`config.mk`:
```
export PLATFORM = sky130hd
export DESIGN_NAME = alu_8bit
export DESIGN_NICKNAME = d
export VERILOG_FILES = /design/src/rtl/alu_pkg.sv /design/src/rtl/alu_8bit_core.sv /design/src/rtl/alu_8bit.sv
export SDC_FILE = /design/constraint.sdc
export NUM_CORES = 1
export LEC_CHECK = 0
export ABC_AREA = 1
export CAP_MARGIN = 10
export CORE_ASPECT_RATIO = 1.5
export CORE_UTILIZATION = 48
export DETAILED_ROUTE_END_ITERATION = 8
export PLACE_DENSITY = 0.87
export SYNTH_ARGS = -nofsm -noshare
export SYNTH_HDL_FRONTEND = slang
export SYNTH_SLANG_ARGS = --single-unit
export TNS_END_PERCENT = 5
```
`constraint.sdc`:
```
create_clock -name clk -period 1.6 [get_ports clk]
set_input_delay 0.24 -clock clk [delete_from_list [all_inputs] [get_ports clk]]
set_output_delay 0.24 -clock clk [all_outputs]
set_load 0.01 [all_outputs]
```
`src/rtl/alu_pkg.sv`:
```
// Opcode encodings and a packed view of one ALU result, shared by the core and the top.
package alu_pkg;

  localparam logic [3:0] OP_ADD = 4'b0000;
  localparam logic [3:0] OP_SUB = 4'b0001;
  localparam logic [3:0] OP_NEG = 4'b0011;
  localparam logic [3:0] OP_AND = 4'b1000;
  localparam logic [3:0] OP_XOR = 4'b1001;
  localparam logic [3:0] OP_OR  = 4'b1010;
  localparam logic [3:0] OP_NOT = 4'b1011;
  localparam logic [3:0] OP_ROR = 4'b1100;
  localparam logic [3:0] OP_ROL = 4'b1101;
  localparam logic [3:0] OP_SHR = 4'b1110;
  localparam logic [3:0] OP_SHL = 4'b1111;

  typedef struct packed {
    logic [7:0] r;
    logic       z;
    logic       c;
    logic       v;
  } alu_res_t;

endpackage

```
`src/rtl/alu_8bit_core.sv`:
```
// Combinational ALU datapath: result, zero, carry/borrow/shift-out and signed overflow.
module alu_8bit_core
  import alu_pkg::*;
(
  input  logic [7:0] a_i,
  input  logic [7:0] b_i,
  input  logic [3:0] sel_i,
  output alu_res_t   res_o
);

  logic [8:0] sum9;
  logic [8:0] diff9;
  logic [7:0] neg8;
  logic [7:0] r;
  logic       c;
  logic       v;

  assign sum9  = {1'b0, a_i} + {1'b0, b_i};
  // Bit 8 of the 9-bit difference is set exactly when a_i < b_i unsigned.
  assign diff9 = {1'b0, a_i} - {1'b0, b_i};
  assign neg8  = (~a_i) + 8'd1;

  always_comb begin
    r = 8'h00;
    c = 1'b0;
    v = 1'b0;
    unique case (sel_i)
      OP_ADD: begin
        r = sum9[7:0];
        c = sum9[8];
        v = (a_i[7] == b_i[7]) && (sum9[7] != a_i[7]);
      end
      OP_SUB: begin
        r = diff9[7:0];
        c = diff9[8];
        v = (a_i[7] != b_i[7]) && (diff9[7] != a_i[7]);
      end
      OP_NEG: begin
        r = neg8;
        c = (a_i == 8'h00);
        v = (a_i == 8'h80);
      end
      OP_AND: r = a_i & b_i;
      OP_XOR: r = a_i ^ b_i;
      OP_OR:  r = a_i | b_i;
      OP_NOT: r = ~a_i;
      OP_ROR: begin
        r = {a_i[0], a_i[7:1]};
        c = a_i[0];
      end
      OP_ROL: begin
        r = {a_i[6:0], a_i[7]};
        c = a_i[7];
      end
      OP_SHR: begin
        r = {1'b0, a_i[7:1]};
        c = a_i[0];
      end
      OP_SHL: begin
        r = {a_i[6:0], 1'b0};
        c = a_i[7];
      end
      default: begin
        r = 8'h00;
        c = 1'b0;
        v = 1'b0;
      end
    endcase
  end

  assign res_o = '{r: r, z: (r == 8'h00), c: c, v: v};

endmodule

```
`src/rtl/alu_8bit.sv`:
```
// Registered 8-bit ALU: operands sampled on one rising edge, result and flags valid after it.
// No handshake: a new operation is accepted every cycle and the output register always updates.
module alu_8bit
  import alu_pkg::*;
(
  input  logic       clk,
  input  logic       rst,
  input  logic [7:0] A,
  input  logic [7:0] B,
  input  logic [3:0] sel,
  output logic [7:0] F,
  output logic       z,
  output logic       c_out,
  output logic       over_flow
);

  alu_res_t res_d;
  alu_res_t res_q;

  alu_8bit_core u_core (
    .a_i   (A),
    .b_i   (B),
    .sel_i (sel),
    .res_o (res_d)
  );

  // Reset wins over the operation sampled in the same cycle.
  always_ff @(posedge clk) begin
    if (rst) begin
      res_q <= '0;
    end else begin
      res_q <= res_d;
    end
  end

  assign F         = res_q.r;
  assign z         = res_q.z;
  assign c_out     = res_q.c;
  assign over_flow = res_q.v;

endmodule

```
==> results of run 1 <==
[worst max-delay path: cells and delay by family]
family          cells  cell delay (ps)
simple gates        6              490
buf+inv             5              810
fa+ha+maj           1              200
compound gates      1              100
[placed cells by master, fill, tap and decap left out, drive strengths merged]
cell,synthesis,layout
a21oi,13,13
a31oi,2,2
buf,4,83
clkbuf,1,5
clkdlybuf4s50,0,14
clkinvlp,0,1
dfxtp,11,11
dlygate4sd2,0,14
fa,2,2
ha,25,25
inv,60,59
nand2,110,110
nand3,50,50
nand3b,1,1
nand4,9,9
nor2,58,58
nor3,3,3
o21a,1,1
o21ai,13,13
o22ai,1,1
or2,1,1
xor2,1,1
[path summary, 6_finish.rpt]
check	start	endpoint	slack, ps
setup / recovery	A[2]	F[3]	-150
hold / removal	A[0]	c_out	610
[stage by stage]
step | setup slack, ps | instance area (sq um)
3_3_place_gp | -757 | 2890
4_1_cts | -81.3 | 3150
5_1_grt | -321 | 3210
2_1_floorplan | -102 | 2000
3_5_place_dp | -811 | 2890
6_report | -147 | 3210
[sequential cells by signal, indices dropped and copies added, names as in the netlist]
register and count:
F 8, c_out 1, over_flow 1, z 1
[logic make-up (layout without fill, tap and decap cells)]
group,count (synthesis),in the layout,synth area share
simple gates,232,232,0.502
buf+inv,65,176,0.126
compound gates,30,30,0.0789
fa+ha+maj,27,27,0.178
flops,11,11,0.111
xor+xnor,1,1,0.00442
[where the power goes]
group          internal [mW]  leakage [nW]  switching [mW]
Clock                  0.175        0.0228           0.103
Combinational          0.415          1.61           0.478
Sequential             0.295        0.0903         0.00512
Total                  0.885          1.72           0.586
[per-layer routing]
metal,vias to the layer above,part of all wire
li1,1383,-
met3,53,0.087
met2,192,0.49
met1,1256,0.36
met4,0,0.058
met5,-,0
[what timing repair did]
action                                  in CTS  in global routing
gates resized for setup                     92                 18
setup buffers                                6                  3
pin swaps                                   29                 15
hold buffers                                 0                  0
hold endpoints to repair                     0                  0
endpoints found under the setup margin      11                 11
[cell usage after synthesis]
master / number / share of area
a21oi_1: 13 / 0.033
a31oi_1: 2 / 0.0063
buf_2: 4 / 0.010
clkbuf_1: 1 / 0.0019
dfxtp_1: 11 / 0.11
fa_1: 2 / 0.020
ha_1: 25 / 0.16
inv_1: 55 / 0.10
inv_2: 5 / 0.0095
nand2_1: 106 / 0.20
nand2_2: 4 / 0.013
nand3_1: 50 / 0.13
nand3b_1: 1 / 0.0038
nand4_1: 9 / 0.028
nor2_1: 54 / 0.10
nor2_2: 3 / 0.0095
nor2_4: 1 / 0.0057
nor3_1: 2 / 0.0050
nor3_2: 1 / 0.0050
o21a_1: 1 / 0.0038
o21ai_0: 12 / 0.030
o21ai_1: 1 / 0.0025
o22ai_1: 1 / 0.0032
or2_1: 1 / 0.0032
xor2_1: 1 / 0.0044
[area by class of cell]
| class | count | area, sq um | share of cell area |
|---|---|---|---|
| Clock buffer | 4 | 45.0 | 0.0140 |
| Inverter | 60 | 231 | 0.0722 |
| Multi-Input combinational cell | 290 | 1740 | 0.541 |
| Sequential cell | 11 | 220 | 0.0687 |
| Tap cell | 45 | 56.3 | 0.0176 |
| Timing Repair Buffer | 112 | 918 | 0.286 |
==> out/results.txt, run 1 <==
Global route hottest layer - met2
Initial core utilization - 0.501
Worst Slack Setup Final - -147 ps
Number of cells after detailed placement - 509
Iteration-0 DRC Markers - 192
Overall power - 1.47 mW
Slowest cell on crit path - dlygate4sd2_1
# fillers - 279
Grt met3 use - 0.0701
Hold path cells - 8
Final setup vio count - 7
Critical path peak fanout - 6
M1 GR Usage - 0.457
Unique cell type count in the Yosys netlist - 25
Final Critical Period - 1750 ps
Nature of the critical path endpoint - flip-flop
CP Class - in2reg
Hold Crit Class - in2reg
H-Tree Depth - 1
Final Wtd Congestion - 1.01
Antenna-violating nets left - 0
Final core utilization - 0.810
Cell Area, Synth - 1980 sq um
Root buf cell - clkbuf_8
Buffers on Ports - 32
Clock Pin Slew Worst Setup and Hold Paths - 50 ps
Vias in the first global route - 2811
YS warnings - 0
Period utilisation layout - 1.09
First-pass GRT wire length - 13000 um
Unrepaired setup endpoints after global routing - yes
Max frequency - 573 MHz
Ant diodes - 0
Die Ht - 80.7 um
Critical Path AT - 1860 ps
Gr ovfl total - 0
Hold slack - 613 ps
Nets - 527
TritonCTS clock tree - done
Die Width - 54.5 um
Failing checks - setup timing
Clk sinks - 11
Slew headroom - 0.795
Crit-path cells - dlygate4sd2_1 -> buf_6 -> ha_2 -> nor2_2 -> o21ai_1 -> buf_4 -> nand2_1 -> nand2_1 -> nand3_1 -> nand4_1 -> buf_4 -> inv_1 -> nor2_1
Largest net degree at the start of global routing - 12
Leakage - 1.72 nW
Power density over the cells - 459 nW/um^2
Startpoint types - primary input
Cells after synthesis - 366
Final hold violation count - 0
Count of pins over their slew limit - 0
Area grow syn2layout - 61.7%
Rows - 28
Final setup TNS - -791 ps
M2 GR Usage - 0.654
Total track usage - 0.404
Num CTS Buffers - 3
Max-Cap Viols - 0
Die area - 4400 sq um
Share of cells above drive strength 1 - 0.338
Routed vias/inst - 5.52
WP data required - 1720 ps
Seq/Total Area, Yosys - 0.111
Syn_nets - 415
Detailed-route wire length per cell - 15.7 um
Peak supply drop - 0.597 mV
Hpwl dp - 5840 um
Status - finished with violations
Core Box Area - 3960 sq um
Final std cells w/o fill - 522
Antenna violations before repair - 0
Slowest Stage Delay on Critical Path - 260 ps
Maximum clock insertion buffer count - 2
# IOs - 33
Syn Area/Cell - 5.42 sq um
Via Count - 2884
Synthesized flop and latch total - 11
Final WL - 8220 um
Least-Margin Pin Slew - 307 ps
Drt drc - 0
Drt first pass iters - 7
Note: power is estimated with default switching activity, not from simulation.
==> run 2, diff against run 1 <==
--- a/config.mk
+++ b/config.mk
@@ -11,6 +11,7 @@
 export CORE_UTILIZATION = 48
 export DETAILED_ROUTE_END_ITERATION = 8
 export PLACE_DENSITY = 0.87
+export SLEW_MARGIN = 20
 export SYNTH_ARGS = -nofsm -noshare
 export SYNTH_HDL_FRONTEND = slang
 export SYNTH_SLANG_ARGS = --single-unit
==> results of run 2 <==
The final DEF is identical to that of run 1; final timing and power are the same.
==> run 3, diff against run 2 <==
--- a/config.mk
+++ b/config.mk
@@ -11,6 +11,7 @@
 export CORE_UTILIZATION = 48
 export DETAILED_ROUTE_END_ITERATION = 8
 export PLACE_DENSITY = 0.87
+export REMOVE_ABC_BUFFERS = 1
 export SLEW_MARGIN = 20
 export SYNTH_ARGS = -nofsm -noshare
 export SYNTH_HDL_FRONTEND = slang
==> out/results.txt, run 3 (synthesis results as in run 1) <==
Maximum clock insertion buffer count - 2 (unchanged)
Peak supply drop - 0.576 mV (was 0.597 mV)
Slew headroom - 0.734 (was 0.795)
Worst Slack Setup Final - -136 ps (was -147 ps)
Antenna violations before repair - 0 (unchanged)
Ant diodes - 0 (unchanged)
Die Width - 54.5 um (unchanged)
Pre-CTS worst setup slack - -795 ps (was -811 ps)
Final setup vio count - 7 (unchanged)
Most frequent cells in the layout - nand2_1 (98), buf_4 (78), nor2_1 (46) (was nand2_1 (96), buf_4 (76), nand3_1 (47))
Iteration-0 DRC Markers - 178 (was 192)
Startpoint types - primary input (unchanged)
H-Tree Depth - 1 (unchanged)
Initial core utilization - 0.501 (unchanged)
Final setup TNS - -342 ps (was -791 ps)
Final hold violation count - 0 (unchanged)
Leakage - 1.77 nW (was 1.72 nW)
Buffers on Ports - 32 (unchanged)
Hold Crit Class - in2reg (unchanged)
Switch Pwr - 601 uW (was 586 uW)
Core Box Area - 3960 sq um (unchanged)
Number of cells after detailed placement - 514 (was 509)
First-pass GRT wire length - 12400 um (was 13000 um)
Largest net degree at the start of global routing - 12 (unchanged)
WP data required - 1770 ps (was 1720 ps)
Final Critical Period - 1740 ps (was 1750 ps)
Power density over the cells - 458 nW/um^2 (was 459 nW/um^2)
Rows - 28 (unchanged)
Count of pins over their slew limit - 0 (unchanged)
Antenna-violating nets left - 0 (unchanged)
Internal - 896 uW (was 885 uW)
Nature of the critical path endpoint - flip-flop (unchanged)
Hold slack - 599 ps (was 613 ps)
Detailed-route wire length per cell - 16.0 um (was 15.7 um)
Die area - 4400 sq um (unchanged)
# IOs - 33 (unchanged)
Gate power share - 0.615 (was 0.608)
Net Sw Frac - 0.401 (was 0.398)
Clk sinks - 11 (unchanged)
Max frequency - 576 MHz (was 573 MHz)
Area grow syn2layout - 64.8% (was 61.7%)
Via Count - 3034 (was 2884)
Routed vias/inst - 5.78 (was 5.52)
Final std cells w/o fill - 525 (was 522)
CP Class - in2reg (unchanged)
Drt first pass iters - 5 (was 7)
Critical Path AT - 1910 ps (was 1860 ps)
Period utilisation layout - 1.09 (about the same)
Final core utilization - 0.826 (was 0.810)
TritonCTS clock tree - done (unchanged)
Least-Margin Pin Slew - 398 ps (was 307 ps)
# fillers - 262 (was 279)
Failing checks - setup timing (unchanged)
Drt drc - 0 (unchanged)
Clock Pin Slew Worst Setup and Hold Paths - 50 ps (about the same)
Unrepaired setup endpoints after global routing - yes (unchanged)
Num CTS Buffers - 3 (unchanged)
Share of cells above drive strength 1 - 0.348 (was 0.338)
Final WL - 8420 um (was 8220 um)
Gr ovfl total - 0 (unchanged)
Die Ht - 80.7 um (unchanged)
Status - finished with violations (unchanged)
Max-Cap Viols - 0 (unchanged)
Root buf cell - clkbuf_8 (unchanged)
Hpwl dp - 5860 um (was 5840 um)
Share of power burned in registers - 0.200 (was 0.204)
Final Wtd Congestion - 0.981 (was 1.01)
Critical path peak fanout - 3 (was 6)
Clock network power share - 0.184 (was 0.189)
Vias in the first global route - 2898 (was 2811)
Hold Buf Count CTS - 0 (unchanged)
Total track usage - 0.382 (was 0.404)
Most common cell after layout, fill and taps aside - nand2_1 (unchanged)
Max reg flops - 8 (unchanged)
Nets - 530 (was 527)
-- run 3: cell types whose count changed in the layout (fill, tap and decap cells not counted), moves of 3 or more --
cell | before | now
dlygate4sd2_1 | 14 | 10
nand2_4 | 0 | 4
nand2_2 | 14 | 8
a21oi_2 | 3 | 6
a21oi_1 | 10 | 7
nor2_1 | 43 | 46
-- run 3: power by group through the flow --
| stage | Clock [mW] | Sequential (mW) | Combinational (mW) |
|---|---|---|---|
| after detailed placement | 0 | 0.306 | 0.744 |
| after floorplan | 0 | 0.316 | 0.339 |
| after global routing | 0.287 | 0.303 | 1.01 |
| after CTS | 0.273 | 0.300 | 0.824 |
| final | 0.276 | 0.300 | 0.921 |
| after global placement | 0 | 0.304 | 0.730 |
-- run 3: worst paths after layout --
kind	start	end	slack (ps)	depth (start not counted)
setup / recovery	A[0]	z	-140	15
hold / removal	A[0]	F[0]	600	8
-- run 3: worst max-delay path: stages --
cell     delay, ps
buf_8           80
inv_1           70
ha_4           170
fa_2           380
inv_2           80
nand2_4         60
nand2_1         60
nor2_1          60
nor2_1         150
nand3_1        120
nor2_1         110
nand2_1         70
nor2_2         100
nand3_1         80
nor2_1          90
-- run 3: per-stage QoR --
stage / area [sq um] / total power [mW]
3_5_place_dp: 2910 / 1.05
2_1_floorplan: 1960 / 0.654
6_report: 3270 / 1.50
5_1_grt: 3270 / 1.60
4_1_cts: 3160 / 1.40
3_3_place_gp: 2910 / 1.03
-- run 3: repair_timing --
item                                    CTS  global route
pin swaps                                27            22
cloned                                    0             0
setup buffers                             4             3
endpoints found under the setup margin   11             9
resized for setup                        93            35
-- run 3: per-layer routing --
layer  wire [um]  global-route usage  vias up
li1            -                   -     1381
met1        2740               0.401     1314
met2        4140               0.652      257
met4         684               0.277        0
met5           0                   0        -
met3         861              0.0606       82
-- run 3: cell type report --
type / count / area [sq um] / share of cell area
timing repair buffer: 115 / 935 / 0.286
tap: 45 / 56.3 / 0.0172
multi-input combinational: 290 / 1780 / 0.546
clock buffer: 4 / 45.0 / 0.0138
inverter: 60 / 228 / 0.0697
sequential: 11 / 220 / 0.0674
